===== config.mk =====
export PLATFORM = sky130hd
export DESIGN_NAME = booth4_multiplier_fp32
export DESIGN_NICKNAME = d
export VERILOG_FILES = /design/src/rtl/booth4_multiplier_fp32.sv
export SDC_FILE = /design/constraint.sdc
export NUM_CORES = 1
export LEC_CHECK = 0
export ABC_AREA = 1
export CAP_MARGIN = 15
export CORE_ASPECT_RATIO = 1.1
export CORE_MARGIN = 2
export CORE_UTILIZATION = 60
export DETAILED_ROUTE_END_ITERATION = 10
export PLACE_DENSITY = 0.83
export SYNTH_ARGS = -nofsm -noshare
export SYNTH_HDL_FRONTEND = slang
export SYNTH_SLANG_ARGS = --single-unit

===== constraint.sdc =====
create_clock -name clk -period 10.74 [get_ports clk]
set_clock_uncertainty 0.05 [all_clocks]
set_input_delay 2.148 -clock clk [delete_from_list [all_inputs] [get_ports clk]]
set_output_delay 2.148 -clock clk [all_outputs]
set_load 0.01 [all_outputs]

===== src/rtl/booth4_multiplier_fp32.sv =====
// Iterative radix-4 Booth multiplier for IEEE-754 binary32 operands.
// One Booth digit per clock into a shift-add accumulator, then normalize, round RNE and pack.
module booth4_multiplier_fp32 #(
  parameter int unsigned MANT_W = 24,
  parameter int unsigned EXP_W  = 8,
  parameter int unsigned BIAS   = 127
) (
  input  logic        clk,
  input  logic        rst,
  input  logic        start,
  input  logic [31:0] a,
  input  logic [31:0] b,
  output logic        busy,
  output logic [31:0] result,
  output logic        result_valid,
  output logic [2:0]  exc_flags
);

  localparam int unsigned FRAC_W  = MANT_W - 1;
  localparam int unsigned E_W     = EXP_W + 2;
  localparam int unsigned ACC_W   = MANT_W + 3;
  localparam int unsigned LO_W    = MANT_W + 2;
  localparam int unsigned VEC_W   = MANT_W + 3;
  localparam int unsigned P_W     = 2 * MANT_W;
  localparam int unsigned HI_KEEP = P_W - LO_W;
  localparam int unsigned DIGITS  = (MANT_W + 2) / 2;
  localparam int unsigned CNT_W   = 4;
  localparam logic [EXP_W-1:0] EXP_ONES = '1;
  localparam logic [E_W-1:0]   E_INF    = E_W'((1 << EXP_W) - 1);

  typedef enum logic [1:0] {IDLE, CALC, NORM, DONE} state_t;
  typedef enum logic [1:0] {SP_NONE, SP_NAN, SP_INF, SP_ZERO} special_t;

  state_t               state, state_next;
  special_t             special, special_c;
  logic                 sign;
  logic [E_W-1:0]       exp_sum;
  logic [MANT_W-1:0]    ma;
  logic [VEC_W-1:0]     vec;
  logic [ACC_W-1:0]     acc_hi;
  logic [LO_W-1:0]      acc_lo;
  logic [CNT_W-1:0]     cnt;

  // Operand decode and special-case classification
  logic [EXP_W-1:0]  ea, eb;
  logic [FRAC_W-1:0] fa, fb;
  logic              a_zero, b_zero, a_inf, b_inf, a_nan, b_nan;
  logic [MANT_W-1:0] ma_in, mb_in;

  assign ea     = a[FRAC_W +: EXP_W];
  assign eb     = b[FRAC_W +: EXP_W];
  assign fa     = a[FRAC_W-1:0];
  assign fb     = b[FRAC_W-1:0];
  assign a_zero = (ea == '0);
  assign b_zero = (eb == '0);
  assign a_inf  = (ea == EXP_ONES) && (fa == '0);
  assign b_inf  = (eb == EXP_ONES) && (fb == '0);
  assign a_nan  = (ea == EXP_ONES) && (fa != '0);
  assign b_nan  = (eb == EXP_ONES) && (fb != '0);
  assign ma_in  = a_zero ? '0 : {1'b1, fa};
  assign mb_in  = b_zero ? '0 : {1'b1, fb};

  always_comb begin
    special_c = SP_NONE;
    if (a_nan || b_nan || (a_inf && b_zero) || (b_inf && a_zero)) special_c = SP_NAN;
    else if (a_inf || b_inf)                                      special_c = SP_INF;
    else if (a_zero || b_zero)                                    special_c = SP_ZERO;
  end

  // Booth digit selection and partial product
  logic [ACC_W-1:0] mag, pp, sum;
  logic             neg;

  always_comb begin
    mag = '0;
    neg = 1'b0;
    case (vec[2:0])
      3'b001, 3'b010: mag = ACC_W'(ma);
      3'b011:         mag = ACC_W'({ma, 1'b0});
      3'b100:         begin mag = ACC_W'({ma, 1'b0}); neg = 1'b1; end
      3'b101, 3'b110: begin mag = ACC_W'(ma);         neg = 1'b1; end
      default:        ;
    endcase
    pp  = neg ? (~mag + ACC_W'(1)) : mag;
    sum = acc_hi + pp;
  end

  // Normalize, round to nearest even, range check, special override
  logic [P_W-1:0]    prod;
  logic              norm_hi, g, s, inc;
  logic [FRAC_W-1:0] m, frac_fin;
  logic [FRAC_W:0]   m_round;
  logic [E_W-1:0]    e_pre, e_fin;
  logic [31:0]       res_c;
  logic [2:0]        flags_c;

  always_comb begin
    prod     = {acc_hi[HI_KEEP-1:0], acc_lo};
    norm_hi  = prod[P_W-1];
    m        = norm_hi ? prod[P_W-2 -: FRAC_W] : prod[P_W-3 -: FRAC_W];
    g        = norm_hi ? prod[P_W-2-FRAC_W] : prod[P_W-3-FRAC_W];
    s        = norm_hi ? |prod[P_W-3-FRAC_W:0] : |prod[P_W-4-FRAC_W:0];
    e_pre    = exp_sum + E_W'(norm_hi);
    inc      = g & (s | m[0]);
    m_round  = {1'b0, m} + (FRAC_W+1)'(inc);
    e_fin    = e_pre + E_W'(m_round[FRAC_W]);
    frac_fin = m_round[FRAC_W-1:0];
    res_c    = {sign, e_fin[EXP_W-1:0], frac_fin};
    flags_c  = 3'b000;
    if (e_fin[E_W-1] || (e_fin == '0)) begin
      res_c   = {sign, (EXP_W+FRAC_W)'(0)};
      flags_c = 3'b001;
    end else if (e_fin >= E_INF) begin
      res_c   = {sign, EXP_ONES, FRAC_W'(0)};
      flags_c = 3'b010;
    end
    case (special)
      SP_NAN:  begin res_c = {1'b0, EXP_ONES, 1'b1, (FRAC_W-1)'(0)}; flags_c = 3'b100; end
      SP_INF:  begin res_c = {sign, EXP_ONES, FRAC_W'(0)};           flags_c = 3'b000; end
      SP_ZERO: begin res_c = {sign, (EXP_W+FRAC_W)'(0)};             flags_c = 3'b000; end
      default: ;
    endcase
  end

  always_ff @(posedge clk or negedge rst) begin
    if (!rst) state <= IDLE;
    else      state <= state_next;
  end

  always_comb begin
    state_next = state;
    case (state)
      IDLE:    if (start) state_next = CALC;
      CALC:    if (cnt == CNT_W'(DIGITS - 1)) state_next = NORM;
      NORM:    state_next = DONE;
      DONE:    state_next = IDLE;
      default: state_next = IDLE;
    endcase
  end

  always_ff @(posedge clk or negedge rst) begin
    if (!rst) begin
      busy         <= 1'b0;
      result       <= '0;
      result_valid <= 1'b0;
      exc_flags    <= '0;
      sign         <= 1'b0;
      exp_sum      <= '0;
      ma           <= '0;
      vec          <= '0;
      acc_hi       <= '0;
      acc_lo       <= '0;
      cnt          <= '0;
      special      <= SP_NONE;
    end else begin
      case (state)
        IDLE: if (start) begin
          busy    <= 1'b1;
          sign    <= a[31] ^ b[31];
          exp_sum <= E_W'(ea) + E_W'(eb) - E_W'(BIAS);
          ma      <= ma_in;
          vec     <= {2'b00, mb_in, 1'b0};
          acc_hi  <= '0;
          acc_lo  <= '0;
          cnt     <= '0;
          special <= special_c;
        end
        CALC: begin
          // Arithmetic shift by one radix-4 digit; retired bits drop into the low word
          acc_hi <= {{2{sum[ACC_W-1]}}, sum[ACC_W-1:2]};
          acc_lo <= {sum[1:0], acc_lo[LO_W-1:2]};
          vec    <= {2'b00, vec[VEC_W-1:2]};
          cnt    <= cnt + CNT_W'(1);
        end
        NORM: begin
          result       <= res_c;
          exc_flags    <= flags_c;
          result_valid <= 1'b1;
        end
        DONE: begin
          result_valid <= 1'b0;
          busy         <= 1'b0;
        end
        default: ;
      endcase
    end
  end

endmodule


==> impl_metrics.json <==
{
  "gr-usage-met3_pct": 4.81,
  "stdcell_count": 1876,
  "diodes": 0,
  "syn_inst": 1539,
  "fp-row-count": 51,
  "postRouteAntennaNets": 0,
  "final_nets": 1750,
  "area_growth_syn_to_layout_pct": 16.2,
  "achievable-frequency_ghz": 0.206,
  "grt_pass1_wl_um": 47600,
  "cp-end-kind": "flop",
  "num_io_pins": 104,
  "clock_insertion_delay_worst_skew_ps": 440,
  "finalHoldViolations": 0,
  "post_synth.cell_area_avg_um2": 7.10,
  "layout.core_utilization_pct": 71.3,
  "post-route-cell-area_um2": 12700,
  "cts_tree": "done",
  "clockBufferDepth": 2,
  "place.detailed.instances": 1843,
  "routed-via-count": 10500,
  "leading_cell_type_in_the_layout_fill_and_taps_excluded": "nand2_1",
  "wl_per_cell_um": 15.1,
  "maxSlewViolCount": 0,
  "timing_worst_setup_path_type": "in2reg",
  "design.core.area_um2": 17800,
  "floorplan.initialDensity_pct": 61.4,
  "post_drt_via_cell_ratio": 5.58,
  "setup_viol_count_final": 0,
  "dp_hpwl_um": 21300,
  "max_cap_violations": 0,
  "worst_setup_endpoint": "vec[6]",
  "remaining_drc_errors": 0,
  "holdBufCountCts": 0,
  "critical_path.startpoint_type": "primary input",
  "most-common-layout-cells": "nand2_1, inv_1, nor2_1, dfrtp_1, o21ai_0",
  "residual_overflow_from_global_routing": 0,
  "dr.pass1.iters": 5,
  "required_time_reported_for_the_critical_path_endpoint_ps": 11000,
  "finalWeightedCongestion": 0.956,
  "cts_resized": 0,
  "grt-busiest-layer": "met2",
  "port_buffers": 103,
  "cts_setup_buffers": 0,
  "r2r-start": "acc_hi[21]",
  "clk_transition_reported_paths_ps": 70,
  "crit_path_start": "start",
  "ratio_of_final_minimum_period_to_clock_period_pct": 45.2,
  "global_route.usage.met2_pct": 53.1,
  "gr-usage-all-layers_pct": 30.1,
  "route.final.wire_length_um": 28300,
  "status": "finished, final reports clean",
  "worst_pin_slew_ps": 1030,
  "synth_fp_nets": 1664,
  "cts-buffers-inserted": 17,
  "synth.distinct_cells": 53,
  "numClockSinks": 156,
  "grt_antenna_before_repair": 0,
  "clk_root_buffer_cell": "clkbuf_16",
  "maxSlewHeadroom_pct": 31.3,
  "grt_setup_unrepaired": "no",
  "initialDrtViolationCount": 867,
  "post_synthesis_instance_area_um2": 10900,
  "synth.yosys.seq_area_share_pct": 35.7,
  "gr-usage-met1_pct": 37.2,
  "die_area_um2": 19300,
  "ff2ff_path_depth": 22,
  "crit-reg2reg-capture": "result[1]",
  "floorplan.die.height_um": 146,
  "maximum_number_of_pins_on_one_net_before_global_route_repair": 81,
  "die_w_um": 133,
  "number_of_global_route_vias_before_repair": 10100,
  "fin_setup_tns_ps": 0,
  "critPathArrivalTime_ps": 5120,
  "worstPathMaxFanout": 72,
  "synth-seq-cells": 156,
  "r2r_slack_ps": 5970,
  "ys.warnings.count": 0,
  "min-delay-path-class": "reg2reg",
  "drive_gt1_share_pct": 5.80,
  "dpl_cell_area_um2": 12100,
  "period_needed_ps": 4860,
  "number_of_h_tree_levels": 4
}
[registers in the layout (all words and copies together) (netlist names), 3 cells and up]
name       cells
ma            24
exc_flags      3
acc_lo        26
vec           25
cnt            4
result        32
acc_hi        25
exp_sum       10
[synth_stat cells (all sizes together)]
cell    instances  area (µm²)
fa              3        60.1
a31oi           4        25.0
o221ai          1        8.76
nor4            8        50.1
nand3          75         398
ha             55         688
xnor2          13         114
o31ai           1        7.51
o21ai         138         728
a21o            1        7.51
clkinv          3        16.3
o22ai          46         294
nor3           25         140
o21a            1        7.51
nor2          182         791
a32o            1        10.0
and2            6        37.5
inv           215         807
or2             3        18.8
a22o            1        8.76
a22oi           1        7.51
nand4          32         200
buf            11        88.8
o211ai          2        15.0
clkbuf         31         116
a211oi          1        7.51
or3             1        6.26
dfrtp         156        3900
and3            2        12.5
a21oi         107         536
xor2           29         254
o21bai          3        22.5
a21boi          1        7.51
nand2         374        1490
nand3b          5        37.5
o32ai           1        8.76
[layer usage]
metal | wire length, µm | up-vias
li1 | - | 5209
met1 | 11900 | 4879
met2 | 14200 | 327
met3 | 1400 | 52
met4 | 803 | 0
met5 | 0 | -
[worst min-delay path by stage]
stage          slack, ps  cells past startpoint    startpoint      endpoint
2_1_floorplan        400                      2          sign          sign
3_3_place_gp         410                      2  exc_flags[2]  exc_flags[2]
3_5_place_dp         410                      2  exc_flags[2]  exc_flags[2]
4_1_cts              430                      2  exc_flags[2]  exc_flags[2]
5_1_grt              460                      2     result[0]     result[0]
6_report             430                      2  exc_flags[2]  exc_flags[2]
[cells by family (layout without fill, tap and decap cells)]
kind of cell | Yosys count | after routing | share of synthesized area, %
XOR/XNOR | 42 | 42 | 3.37
adder cells (fa/ha/maj) | 58 | 58 | 6.85
buffers and inverters | 260 | 359 | 9.41
AND/OR/NAND/NOR | 713 | 713 | 29.1
flip-flops | 156 | 156 | 35.7
AO/OA/AOI/OAI | 310 | 310 | 15.6
[area by class of cell]
cell class | instances | area [µm²]
clock buffer | 17 | 425
clock inverter | 15 | 164
fill | 1507 | 5100
inverter | 218 | 823
multi-input combinational | 1123 | 6010
sequential | 156 | 3900
tap | 238 | 298
timing repair buffer | 109 | 1080
[worst max-delay path: stages]
cell	delay [ps]
clkdlybuf4s50_1	470
nand2_1	530
o21ai_4	190
buf_4	630
inv_1	680
a21oi_1	340
a21oi_1	110
[stage by stage]
stage	setup slack (ps)	hold slack [ps]
floorplan	6880	403
detailed placement	5450	412
global placement	5530	413
CTS	5910	428
global route	5590	459
finish	5880	427
Power is left out: the tool's default activity adds up to more than one toggle a clock period on the data nets, which glitch-free logic cannot reach.
